[src/rtl/game_stats_pkg.sv]
// Shared types and constants for the game statistics block and its BCD adder.
// Every counter is a packed BCD number; digit 0 is the least significant.
package game_stats_pkg;

  localparam int DIGITS = 6;

  typedef logic [3:0] bcd_digit_t;
  typedef bcd_digit_t [DIGITS-1:0] bcd_num_t;

  typedef struct packed {
    bcd_num_t score;
    bcd_num_t lines;
    bcd_num_t level;
  } game_data_t;

  typedef enum logic [1:0] {
    ST_IDLE,
    ST_SCORE,
    ST_LINES
  } state_e;

  localparam bcd_num_t BASE_1  = 24'h000040;
  localparam bcd_num_t BASE_2  = 24'h000100;
  localparam bcd_num_t BASE_3  = 24'h000300;
  localparam bcd_num_t BASE_4  = 24'h001200;
  localparam bcd_num_t BCD_ONE = 24'h000001;
  localparam bcd_num_t BCD_MAX = 24'h999999;

  function automatic bcd_num_t score_base(input logic [2:0] n);
    case (n)
      3'd1:    score_base = BASE_1;
      3'd2:    score_base = BASE_2;
      3'd3:    score_base = BASE_3;
      3'd4:    score_base = BASE_4;
      default: score_base = '0;
    endcase
  endfunction

endpackage

[src/rtl/game_stats_if.sv]
// Request/result bundle between the field logic (master) and game_stats (slave).
interface game_stats_if;
  import game_stats_pkg::*;

  logic       new_game_i;
  logic       lines_en_i;
  logic [2:0] lines_cnt_i;
  logic       ready_o;
  bcd_num_t   score_o;
  bcd_num_t   lines_o;
  bcd_num_t   level_o;
  logic       done_o;
  logic       level_up_o;

  modport master (
    output new_game_i, lines_en_i, lines_cnt_i,
    input  ready_o, score_o, lines_o, level_o, done_o, level_up_o
  );

  modport slave (
    input  new_game_i, lines_en_i, lines_cnt_i,
    output ready_o, score_o, lines_o, level_o, done_o, level_up_o
  );

endinterface

[src/rtl/game_stats_bcd_add.sv]
// Combinational packed-BCD adder; sat_o flags a carry out of the top digit.
module game_stats_bcd_add
  import game_stats_pkg::*;
(
  input  bcd_num_t a_i,
  input  bcd_num_t b_i,
  output bcd_num_t sum_o,
  output logic     sat_o
);

  always_comb begin
    logic [4:0] s;
    logic       c;
    c     = 1'b0;
    s     = '0;
    sum_o = '0;
    for (int i = 0; i < DIGITS; i++) begin
      s = {1'b0, a_i[i]} + {1'b0, b_i[i]} + {4'd0, c};
      if (s > 5'd9) begin
        s = s - 5'd10;
        c = 1'b1;
      end else begin
        c = 1'b0;
      end
      sum_o[i] = s[3:0];
    end
    sat_o = c;
  end

endmodule

[src/rtl/game_stats.sv]
// Score / lines / level counters for one game, updated over several cycles
// per "lines cleared" event; score is added once per current level.
module game_stats
  import game_stats_pkg::*;
#(
  parameter int LINES_PER_LEVEL = 10,
  parameter int MAX_LEVEL       = 20
) (
  input  logic         clk_i,
  input  logic         rst_n_i,
  game_stats_if.slave  bus
);

  localparam logic [4:0] LPL  = 5'(LINES_PER_LEVEL);
  localparam logic [4:0] MAXL = 5'(MAX_LEVEL);

  state_e     state_q, state_d;
  logic [2:0] n_q, n_d;
  logic [4:0] iter_q, iter_d;
  logic [4:0] level_bin_q, level_bin_d;
  logic [3:0] lvl_lines_q, lvl_lines_d;
  bcd_num_t   score_q, score_d;
  bcd_num_t   lines_q, lines_d;
  bcd_num_t   level_q, level_d;
  bcd_num_t   level_inc_q, level_inc_d;
  logic       done_q, done_d;
  logic       level_up_q, level_up_d;

  bcd_num_t   score_sum, ll_a, ll_b, ll_sum;
  logic       score_sat, ll_sat;
  logic [4:0] lvl_sum;

  game_stats_bcd_add u_score_add (
    .a_i   (score_q),
    .b_i   (score_base(n_q)),
    .sum_o (score_sum),
    .sat_o (score_sat)
  );

  // Shared adder: precomputes level+1 while scoring, then adds n to lines.
  assign ll_a = (state_q == ST_LINES) ? lines_q : level_q;
  assign ll_b = (state_q == ST_LINES) ? bcd_num_t'({21'd0, n_q}) : BCD_ONE;

  game_stats_bcd_add u_ll_add (
    .a_i   (ll_a),
    .b_i   (ll_b),
    .sum_o (ll_sum),
    .sat_o (ll_sat)
  );

  assign lvl_sum = {1'b0, lvl_lines_q} + {2'd0, n_q};

  always_comb begin
    state_d     = state_q;
    n_d         = n_q;
    iter_d      = iter_q;
    level_bin_d = level_bin_q;
    lvl_lines_d = lvl_lines_q;
    score_d     = score_q;
    lines_d     = lines_q;
    level_d     = level_q;
    level_inc_d = level_inc_q;
    done_d      = 1'b0;
    level_up_d  = 1'b0;

    case (state_q)
      ST_IDLE: begin
        if (bus.lines_en_i && bus.lines_cnt_i != 3'd0 && bus.lines_cnt_i <= 3'd4) begin
          n_d     = bus.lines_cnt_i;
          iter_d  = level_bin_q;
          state_d = ST_SCORE;
        end
      end
      ST_SCORE: begin
        score_d     = score_sat ? BCD_MAX : score_sum;
        iter_d      = iter_q - 5'd1;
        level_inc_d = ll_sum;
        if (iter_q == 5'd1) state_d = ST_LINES;
      end
      ST_LINES: begin
        lines_d = ll_sat ? BCD_MAX : ll_sum;
        if (lvl_sum >= LPL) begin
          lvl_lines_d = 4'(lvl_sum - LPL);
          if (level_bin_q < MAXL) begin
            level_bin_d = level_bin_q + 5'd1;
            level_d     = level_inc_q;
            level_up_d  = 1'b1;
          end
        end else begin
          lvl_lines_d = lvl_sum[3:0];
        end
        done_d  = 1'b1;
        state_d = ST_IDLE;
      end
      default: state_d = ST_IDLE;
    endcase

    // A new game overrides everything, including an update in flight.
    if (bus.new_game_i) begin
      state_d     = ST_IDLE;
      n_d         = '0;
      iter_d      = '0;
      level_bin_d = 5'd1;
      lvl_lines_d = '0;
      score_d     = '0;
      lines_d     = '0;
      level_d     = BCD_ONE;
      level_inc_d = '0;
      done_d      = 1'b0;
      level_up_d  = 1'b0;
    end
  end

  always_ff @(posedge clk_i) begin
    if (!rst_n_i) begin
      state_q     <= ST_IDLE;
      n_q         <= '0;
      iter_q      <= '0;
      level_bin_q <= 5'd1;
      lvl_lines_q <= '0;
      score_q     <= '0;
      lines_q     <= '0;
      level_q     <= BCD_ONE;
      level_inc_q <= '0;
      done_q      <= 1'b0;
      level_up_q  <= 1'b0;
    end else begin
      state_q     <= state_d;
      n_q         <= n_d;
      iter_q      <= iter_d;
      level_bin_q <= level_bin_d;
      lvl_lines_q <= lvl_lines_d;
      score_q     <= score_d;
      lines_q     <= lines_d;
      level_q     <= level_d;
      level_inc_q <= level_inc_d;
      done_q      <= done_d;
      level_up_q  <= level_up_d;
    end
  end

  assign bus.ready_o    = (state_q == ST_IDLE);
  assign bus.score_o    = score_q;
  assign bus.lines_o    = lines_q;
  assign bus.level_o    = level_q;
  assign bus.done_o     = done_q;
  assign bus.level_up_o = level_up_q;

endmodule

[src/flat_wrapper.sv]
// flat-port wrapper written by rule: the top's interface ports become plain ports
module game_stats_flat import game_stats_pkg::*;
#(
  parameter int LINES_PER_LEVEL = 10,
  parameter int MAX_LEVEL       = 20
)
  (clk_i, rst_n_i, bus_new_game_i, bus_lines_en_i, bus_lines_cnt_i, bus_ready_o, bus_score_o, bus_lines_o, bus_level_o, bus_done_o, bus_level_up_o);
  game_stats_if bus_i ();
  input  logic clk_i;
  input  logic rst_n_i;
  input wire logic [$bits(bus_i.new_game_i)-1:0] bus_new_game_i;
  input wire logic [$bits(bus_i.lines_en_i)-1:0] bus_lines_en_i;
  input wire logic [$bits(bus_i.lines_cnt_i)-1:0] bus_lines_cnt_i;
  output wire logic [$bits(bus_i.ready_o)-1:0] bus_ready_o;
  output wire logic [$bits(bus_i.score_o)-1:0] bus_score_o;
  output wire logic [$bits(bus_i.lines_o)-1:0] bus_lines_o;
  output wire logic [$bits(bus_i.level_o)-1:0] bus_level_o;
  output wire logic [$bits(bus_i.done_o)-1:0] bus_done_o;
  output wire logic [$bits(bus_i.level_up_o)-1:0] bus_level_up_o;
  assign bus_i.new_game_i = bus_new_game_i;
  assign bus_i.lines_en_i = bus_lines_en_i;
  assign bus_i.lines_cnt_i = bus_lines_cnt_i;
  assign bus_ready_o = bus_i.ready_o;
  assign bus_score_o = bus_i.score_o;
  assign bus_lines_o = bus_i.lines_o;
  assign bus_level_o = bus_i.level_o;
  assign bus_done_o = bus_i.done_o;
  assign bus_level_up_o = bus_i.level_up_o;
  game_stats #(.LINES_PER_LEVEL(LINES_PER_LEVEL), .MAX_LEVEL(MAX_LEVEL)) u_core (.clk_i(clk_i), .rst_n_i(rst_n_i), .bus(bus_i));
endmodule
[config.mk]
export PLATFORM = sky130hd
export DESIGN_NAME = game_stats_flat
export DESIGN_NICKNAME = d
export VERILOG_FILES = /design/src/rtl/game_stats_pkg.sv /design/src/rtl/game_stats_if.sv /design/src/rtl/game_stats_bcd_add.sv /design/src/rtl/game_stats.sv /design/src/flat_wrapper.sv
export SDC_FILE = /design/constraint.sdc
export NUM_CORES = 1
export LEC_CHECK = 0
export BUFFER_PORTS_ARGS = -buffer_cell sky130_fd_sc_hd__buf_4
export CAP_MARGIN = 30
export CORE_MARGIN = 1.5
export CORE_UTILIZATION = 64
export DETAILED_ROUTE_END_ITERATION = 6
export PLACE_DENSITY_LB_ADDON = 0.15
export SYNTH_ARGS = -nofsm -noshare
export SYNTH_HDL_FRONTEND = slang
export SYNTH_SLANG_ARGS = --single-unit
export TNS_END_PERCENT = 100
[constraint.sdc]
create_clock -name clk_i -period 18.7 [get_ports clk_i]
set_clock_uncertainty 0.05 [all_clocks]
set_input_delay 2.805 -clock clk_i [delete_from_list [all_inputs] [get_ports clk_i]]
set_output_delay 2.805 -clock clk_i [all_outputs]
set_load 0.02 [all_outputs]
; Word-level counts from Yosys, hierarchy flattened
; Index checks and enable logic that the tools add are counted.
[totals]
regBits = 117
input_bits = 7
output_inout_bits = 75
wordCells = 144
[classes]
add_sub_neg = 38
order_cmp = 15
eq_ne = 9
muxes = 37
bitwise_logic = 3
n_reduce_logical = 11
[ops]
columns = operator, n
row1 = 24-bit two-way mux, 3
row2 = 5-bit by 4-bit greater-than comparator with 1-bit output (second input constant), 12
row3 = 4-bit two-way mux, 13
row4 = 13-bit case mux with 4 select lines, 1
row5 = 4-bit subtractor (second input constant), 13
row6 = 5-bit by 1-bit adder with 5-bit output, 10
row7 = 4-bit by 4-bit adder with 5-bit output (second input constant), 7
row8 = 4-bit by 4-bit adder with 5-bit output, 4
row9 = 1-bit two-way mux, 14
row10 = 4-bit by 3-bit adder with 5-bit output, 2
row11 = 5-bit case mux with 2 select lines, 1
row12 = 3-bit by 2-bit equality test with 1-bit output (second input constant), 2
row13 = 2-bit AND reduction, 3
row14 = 5-bit by 1-bit adder with 5-bit output (second input constant), 1
row15 = 5-bit by 1-bit equality test with 1-bit output (second input constant), 1
row16 = 5-bit by 4-bit >= comparator with 1-bit output (second input constant), 1
row17 = 5-bit less-than comparator (second input constant), 1
row18 = 5-bit two-way mux, 1
row19 = 5-bit by 1-bit subtractor with 5-bit output (second input constant), 1
row20 = 2-bit two-way mux, 2
row21 = 2-bit by 1-bit != test with 1-bit output (second input constant), 2
row22 = 2-bit case mux with 2 select lines, 1
row23 = 4-bit OR reduction, 1
row24 = 3-bit by 1-bit equality test with 1-bit output (second input constant), 1
row25 = 12 further kinds, 15

; Longest topological paths before layout
; Gate-level depths: netlist (run 1).
[depth]
depth_word = 21
depth_mapped = 63
mapped_depth_nobuf = 59

; Cells and area by module
; A second synthesis (run 1) with hierarchy kept.
[hier_totals]
cells_unflattened = 974
area_unflattened_um2 = 7729.9
[modules_own_cells]
columns = module, n_inst, cells_each, area_each_um2, seq_area_each_um2
row1 = game_stats, 1, 640, 4907.2, 2342.2
row2 = game_stats_bcd_add, 2, 167, 1411.4, 0.0

; Least setup slack after synthesis (run 1)
; OpenSTA, ideal clock, no wires.
[synth_path]
path_kind = register to register
startpoint = register u_core.state_q[0]
endpoint = register u_core.lines_q, in the netlist u_core.bus.lines_o[13]
setup_time_ns = 0.117
arrival_time_ns = 12.075
slack_ns = 6.458
path_stages_with_launch = 63
synth_period_minus_slack_ns = 12.242
cell_sequence = dfxtp_1 nand2b_1 buf_6 buf_2 clkbuf_1 buf_1 nand2_1 nand2_1 ha_1 inv_1 fa_1 xor2_1 ha_1 a21boi_0 or2_2 a21oi_1 a31o_2 ha_1 [27 not listed] ha_1 ha_1 inv_1 xnor2_1 ha_1 a21boi_0 nor2_1 nand4b_1 o2111a_1 nand2_1 ha_1 ha_1 inv_1 a21oi_1 o22ai_1 a21oi_1 nor3_1 a22o_1
[synth_via]
elab_chain_len = 21
elab_cells_between_ends = 29
cone_classes = 12 x add/sub / 6 x order compare / 1 x eq/ne / 10 x mux
[synth_rtl]
columns = item, line
row1 = from (decl), game_stats.sv:17  ; state_e state_q, state_d;
row2 = from (signal assigned), game_stats.sv:128  ; state_q <= state_d;
row3 = 2-bit equality test *, "game_stats.sv:41, game_stats.sv:42, game_stats.sv:66"
row4 = 24-bit two-way mux / 3-bit two-way mux (equally long branches), "game_stats.sv:41, game_stats.sv:42"
row5 = 4-bit by 3-bit adder with 5-bit output, game_stats_bcd_add.sv:18  ; s = {1'b0, a_i[i]} + {1'b0, b_i[i]} + {4'd0, c};
row6 = 5-bit by 4-bit greater-than comparator with 1-bit output, game_stats_bcd_add.sv:19  ; if (s > 5'd9) begin
row7 = 1-bit two-way mux, game_stats_bcd_add.sv:19
row8 = 5-bit by 1-bit adder with 5-bit output, game_stats_bcd_add.sv:18
row9 = 5-bit by 4-bit greater-than comparator with 1-bit output, game_stats_bcd_add.sv:19
row10 = 1-bit two-way mux, game_stats_bcd_add.sv:19
row11 = [5 not listed], n/a
row12 = 1-bit two-way mux, game_stats_bcd_add.sv:19
row13 = 5-bit by 1-bit adder with 5-bit output, game_stats_bcd_add.sv:18
row14 = 5-bit by 4-bit greater-than comparator with 1-bit output, game_stats_bcd_add.sv:19
row15 = 1-bit two-way mux, game_stats_bcd_add.sv:19
row16 = 5-bit by 1-bit adder with 5-bit output, game_stats_bcd_add.sv:18
row17 = 5-bit by 4-bit greater-than comparator with 1-bit output, game_stats_bcd_add.sv:19
row18 = 1-bit two-way mux, game_stats_bcd_add.sv:19
row19 = 24-bit two-way mux, game_stats.sv:81  ; lines_d = ll_sat ? BCD_MAX : ll_sum;
row20 = to (signal assigned), game_stats.sv:134  ; lines_q <= lines_d;
row21 = to (decl), game_stats.sv:23  ; bcd_num_t lines_q, lines_d;
; Every way passes the cells marked *; elsewhere a longest branch is shown, timed or not.
; A chain may end at the register's enable or synchronous reset.

; Final worst setup path (run 1)
[layout_path]
startpoint = register u_core.state_q[0]
endpoint = register u_core.lines_q, in the netlist u_core.bus.lines_o[14]
; Same word-level chain as after synthesis.

==> results of run 1 <==
==> worst reg2reg max path: cells and delay by family (launching register included) <==
| kind | cells | cell delay, ns |
|---|---|---|
| buffers and inverters | 7 | 0.94 |
| XOR/XNOR | 3 | 0.81 |
| adder cells (fa/ha/maj) | 16 | 4.43 |
| AND/OR/NAND/NOR | 15 | 2.64 |
| AO/OA/AOI/OAI | 17 | 4.64 |
| flip-flops | 1 | 0.42 |
==> cells by family after synthesis <==
kind of cell    share of synthesized area, %
mux                                     4.11
simple gates                            22.6
flops                                   33.0
compound gates                          21.1
buf+inv                                 4.71
xor+xnor                                4.08
fa+ha+maj                               10.4
==> report_power, final <==
part / switching, mW / internal (mW)
logic: 0.0148 / 0.00651
clock network: 0.109 / 0.196
registers: 0.00142 / 0.251
total: 0.125 / 0.454
==> per-stage QoR <==
step / hold WS [ns] / worst slack, ns
CTS: 0.406 / 4.79
floorplan: 0.375 / 6.46
global route: 0.425 / 3.42
global placement: 0.389 / 5.47
detailed placement: 0.395 / 4.87
finish: 0.406 / 4.62
==> area by class of cell <==
| class | instances | area, µm² | area share (%) |
|---|---|---|---|
| Inverter | 40 | 150 | 1.81 |
| Clock inverter | 3 | 40.0 | 0.482 |
| Timing Repair Buffer | 87 | 653 | 7.86 |
| Clock buffer | 28 | 515 | 6.20 |
| Sequential cell | 117 | 2340 | 28.2 |
| Multi-Input combinational cell | 712 | 4430 | 53.3 |
| Tap cell | 140 | 175 | 2.11 |
==> registers in the layout, summed over array words and instances (netlist names), 3 cells and up <==
name,flops
u_core.bus.level_o,24
u_core.level_bin_q,5
u_core.n_q,3
u_core.lvl_lines_q,4
u_core.bus.lines_o,24
u_core.level_inc_q,24
u_core.bus.score_o,24
u_core.iter_q,5
==> routing by layer <==
metal	GRT usage (%)	up-vias	part of all wire [%]
met4	11.2	0	2.1
met5	0	-	0
li1	-	3351	-
met3	6.81	34	6.4
met2	54.6	238	47
met1	41.5	3172	44
==> placed cells by master, fill, tap and decap left out, drive strengths merged, types with 28 or more instances in the layout <==
cell      n
inv      40
clkbuf   28
a21oi    76
nand3    45
dfxtp   117
o21ai    81
nand2   149
nor2     81
ha       51
buf      87
==> path summary, 6_finish.rpt <==
check                              start                endpoint  slack [ns]  depth (start not counted)
hold reg to reg   u_core.level_inc_q[16]  u_core.level_inc_q[16]        0.41                          2
setup / recovery       u_core.state_q[0]  u_core.bus.lines_o[14]        4.62                         58
hold / removal    u_core.level_inc_q[16]  u_core.level_inc_q[16]        0.41                          2
setup reg to reg       u_core.state_q[0]  u_core.bus.lines_o[14]        4.62                         58
==> flow_summary_export.csv, run 1 <==
group,metric,value,unit
worst_hold_path,min_path_type,"reg2reg",
clock_network,clk_pin_slew,0.05,ns
global_routing,grt.overflow.total,0,
run_status,status,"complete, no violations",
clock_network,cts_hold_buf,0,
floorplan,pin_count,82,
global_routing,grt_pass1_wl,30000,µm
clock_network,cts_buffers,17,
timing,layout_min_cycle_time,14.08,ns
power,powerDensity,69.7,nW/µm²
yosys,seq_area_frac_synth,33.0,%
clock_network,clk_latency,0.53,ns
yosys,yosysMostFrequentCell,"nand2_1",
setup_path,cp-start-kind,"register",
yosys,synth_edf_count,0,
finish,num-nets-final,1038,
finish,fin_util,76.6,%
yosys,yosysTopAreaCellShare,33.0,%
clock_network,cts_root_buf,"clkbuf_8",
floorplan,core.rowCount,38,
routing,drc,0,
finish,final_area,8310,µm²
setup_path,arrival,14.43,ns
placed_design,dp_hpwl,12400,µm
setup_path,cp_slowest_cell,"a21oi_1",
yosys,yosysWarnings,0,
timing,finalHoldViolCount,0,
routing,antenna_left,0,
timing,final.setup.tns,0,ns
timing,tightest_slew,0.801,ns
finish,syn2layout_area_growth,17.2,%
placed_design,gp_congestion,0.923,
routing,detail_route.wl_per_cell,16.1,µm
clock_network,cts_tree,"done",
clock_network,cts.sinks,117,
yosys,synth_area_leaders,"dfxtp_1 33%, ha_1 9.0%, nand2_1 7.8%",
routing,drt_iter0_markers,561,
routing,dr_total_vias,6795,
routing,first_pass_iters,5,
routing,routed_wl,18100,µm
timing,relSlewSlack,45.1,%
finish,fin_cells,1127,
clock_network,h-tree-depth,4,
global_routing,track_usage,32.5,%
clock_network,postCtsSetupBuffers,0,
clock_network,cts_resized,0,
yosys,synthTopCellsByCount,"148 x nand2_1, 117 x dfxtp_1, 81 x nor2_1",
yosys,syn_nets,975,
power,p_leak,3.43,nW
global_routing,grt_antenna_before_repair,0,
setup_path,critPathKind,"reg2reg",
placed_design,portBuffers,81,
yosys,synthArstFlopShare,0,%
setup_path,slowest_delay,0.64,ns
yosys,synth.avg_cell_area,7.77,µm²
yosys,syn-cell-area,7090,µm²
job,drv_cap,0,
timing,rsz0062_at_grt,"no",
timing,drv_slew,0,
floorplan,die_x,108,µm
finish,layout-drive-gt1-share,13.7,%
setup_path,path_delay_family,"compound AO/OA/AOI/OAI gates",
timing,period_share,75.3,%
power,ir_drop,0.0696,mV
clock_network,cts_buffer_depth,2,
setup_path,critPathMostFrequentCell,"ha_1",
global_routing,grt_pass1_vias,6301,
setup_path,cp_max_fo,26,
yosys,syn_inst,912,
yosys,ys_ff_latch,117,
yosys,yosys.area.top_type,"dfxtp_1",
power,finalPower,0.579,mW
setup_path,crit_buf_inv,7,
yosys,synth-main-ff-cell,"dfxtp_1",
timing,fmax,71.0,MHz
routing,viasPerCell,6.03,
timing,finalSetupViolCount,0,
floorplan,start_util,65.4,%
setup_path,cp-end-kind,"register",
setup_path,cp.required,19.04,ns
finish,antenna_cells,0,
floorplan,design.die.area,11700,µm²
floorplan,fp.dieH,108,µm
placed_design,place_area,7750,µm²
floorplan,fp.coreArea,10800,µm²
finish,fillers,841,
placed_design,place_inst,1096,
yosys,ys_types,69,
global_routing,grt_max_degree,84,
No activity file was read; power rests on OpenSTA's default activity.
==> inputs of run 2 (changes only) <==
--- a/config.mk
+++ b/config.mk
@@ -8,7 +8,7 @@
 export BUFFER_PORTS_ARGS = -buffer_cell sky130_fd_sc_hd__buf_4
 export CAP_MARGIN = 30
 export CORE_MARGIN = 1.5
-export CORE_UTILIZATION = 64
+export CORE_UTILIZATION = 59
 export DETAILED_ROUTE_END_ITERATION = 6
 export PLACE_DENSITY_LB_ADDON = 0.15
 export SYNTH_ARGS = -nofsm -noshare
==> constraint.sdc (replaced) <==
create_clock -name clk_i -period 13 [get_ports clk_i]
set_clock_uncertainty 0.05 [all_clocks]
set_input_delay 1.95 -clock clk_i [delete_from_list [all_inputs] [get_ports clk_i]]
set_output_delay 1.95 -clock clk_i [all_outputs]
set_load 0.02 [all_outputs]
==> run 2 against run 1 <==
Register-to-register slack worse by 3.7 ns. Wire length is 1.2% higher. Utilization shrank 4.0 points. Highest routed layer unchanged. Sequential share of layout area is 0.31 points lower. Clock power up 51%. Design area grew 1.2%.
==> flow_summary_export.csv, run 2 (synthesis results as in run 1) <==
group,metric,value,unit
run_status,status,"complete, no violations",
clock_network,cts_buffer_depth,2,
finish,syn2layout_area_growth,18.6,%
routing,first_pass_iters,5,
global_routing,grt_pass1_vias,6099,
power,finalPower,0.854,mW
setup_path,cp-start-kind,"register",
finish,num-nets-final,1042,
timing,finalHoldViolCount,0,
floorplan,start_util,61.3,%
finish,antenna_cells,0,
routing,viasPerCell,5.93,
timing,drv_slew,0,
clock_network,cts_hold_buf,0,
clock_network,cts_root_buf,"clkbuf_16",
global_routing,track_usage,29.3,%
placed_design,portBuffers,81,
timing,worst_hold_slack,0.404,ns
clock_network,h-tree-depth,4,
setup_path,r2r-end,"u_core.bus.lines_o[2]",
placed_design,place_inst,1102,
power,p_leak,3.47,nW
timing,layout_min_cycle_time,12.10,ns
routing,antenna_left,0,
finish,layout-drive-gt1-share,15.3,%
setup_path,reg2regPathDepth,58,
setup_path,reg2reg_from,"u_core.state_q[0]",
power,ir_drop,0.0746,mV
power,powerDensity,102,nW/µm²
floorplan,core.rowCount,39,
finish,fillers,951,
placed_design,dp_hpwl,12200,µm
setup_path,arrival,12.42,ns
clock_network,cts.sinks,117,
timing,tightest_slew,0.950,ns
setup_path,cp-end-kind,"register",
finish,layout_common_cells,"148 x nand2_1, 116 x dfxtp_1, 91 x buf_4",
setup_path,cp.required,13.32,ns
timing,finalSetupViolCount,0,
setup_path,cp_max_fo,15,
floorplan,fp.dieH,113,µm
clock_network,cts_buffers,17,
routing,drt_iter0_markers,484,
finish,multiInputGateArea,4470,µm²
setup_path,reg2reg_setup_slack,0.90,ns
worst_hold_path,hold_end,"u_core.level_inc_q[8]",
routing,detail_route.wl_per_cell,16.2,µm
finish,fin_cells,1134,
placed_design,gp_congestion,0.916,
global_routing,grt.overflow.total,0,
finish,register_area,2340,µm²
floorplan,fp.coreArea,11600,µm²
setup_path,startpoint,"u_core.state_q[0]",
routing,routed_wl,18400,µm
global_routing,grt_pass1_wl,29900,µm
timing,fmax,82.6,MHz
global_routing,grt_antenna_before_repair,0,
floorplan,design.die.area,12700,µm²
floorplan,pin_count,82,
setup_path,slowest_delay,0.53,ns
timing,final.setup.tns,0,ns
floorplan,die_x,113,µm
setup_path,cp_slowest_cell,"or4_1",
routing,dr_total_vias,6722,
clock_network,cts_tree,"done",
global_routing,grt_max_degree,84,
clock_network,clk_latency,0.43,ns
job,drv_cap,0,
routing,drc,0,
timing,period_share,93.1,%
worst_hold_path,holdCritStartpoint,"u_core.level_inc_q[8]",
finish,final_area,8410,µm²
timing,relSlewSlack,36.7,%
setup_path,critPathKind,"reg2reg",
worst_hold_path,hold_depth,2,
placed_design,place_area,7780,µm²
worst_hold_path,min_path_type,"reg2reg",
finish,mostFrequentLayoutCell,"nand2_1",
clock_network,clk_pin_slew,0.06,ns
setup_path,critPathMostFrequentCell,"ha_1",
[run 2: changes by cell type in the layout (fill, tap and decap cells not counted), sizes merged]
cell,change
clkbuf,-7
bufinv,+1
clkinvlp,+2
clkinv,+4
buf,+4
[run 2: stage by stage]
| stage | util, % | setup WS [ns] |
|---|---|---|
| after floorplan | - | 0.758 |
| final | 72.7 | 0.896 |
| after detailed placement | 67.3 | 0.0634 |
| after CTS | 72.2 | 0.134 |
| after global placement | 67.3 | 0.440 |
| after global routing | 72.7 | -0.0607 |
[run 2: repair_timing]
action                                  CTS  global route
cloned                                    0             0
pin swaps                                 0             1
gates resized for setup                   1            10
endpoints found under the setup margin    7            27
buffers inserted                          0             1
[run 2: worst max path at each step]
| stage | endpoint | slack (ns) | depth (start not counted) |
|---|---|---|---|
| 2_1_floorplan | u_core.bus.lines_o[13] | 0.76 | 62 |
| 3_3_place_gp | u_core.bus.lines_o[2] | 0.44 | 59 |
| 3_5_place_dp | u_core.bus.lines_o[2] | 0.06 | 59 |
| 4_1_cts | u_core.bus.lines_o[1] | 0.13 | 59 |
| 5_1_grt | u_core.bus.lines_o[17] | -0.06 | 58 |
| 6_report | u_core.bus.lines_o[2] | 0.90 | 58 |
[run 2: worst max-delay path, delay by kind of cell, from the launching register on]
kind,cells,cell delay (ns)
AND/OR/NAND/NOR,14,2.63
AO/OA/AOI/OAI,17,3.14
adder cells (fa/ha/maj),17,4.50
XOR/XNOR,3,0.63
buffers and inverters,7,0.72
flip-flops,1,0.37
[run 2: per-layer routing]
metal / wire, µm / global-route usage (%)
met5: 0 / 0
met1: 8240 / 37.8
met2: 8450 / 47.0
met4: 488 / 12.2
met3: 1190 / 7.29
[run 2: final cells by class]
cell class                 instances  area share, %
multi-input combinational        712           53.2
sequential                       117           27.9
timing repair buffer              91           8.13
clock buffer                      21           5.60
tap                              143           2.13
inverter                          40           1.79
clock inverter                    10           1.25
[run 2: power breakdown]
part	switching [mW]	internal [mW]
sequential	0.00197	0.361
clock	0.167	0.293
combinational	0.0217	0.00945
total	0.191	0.664
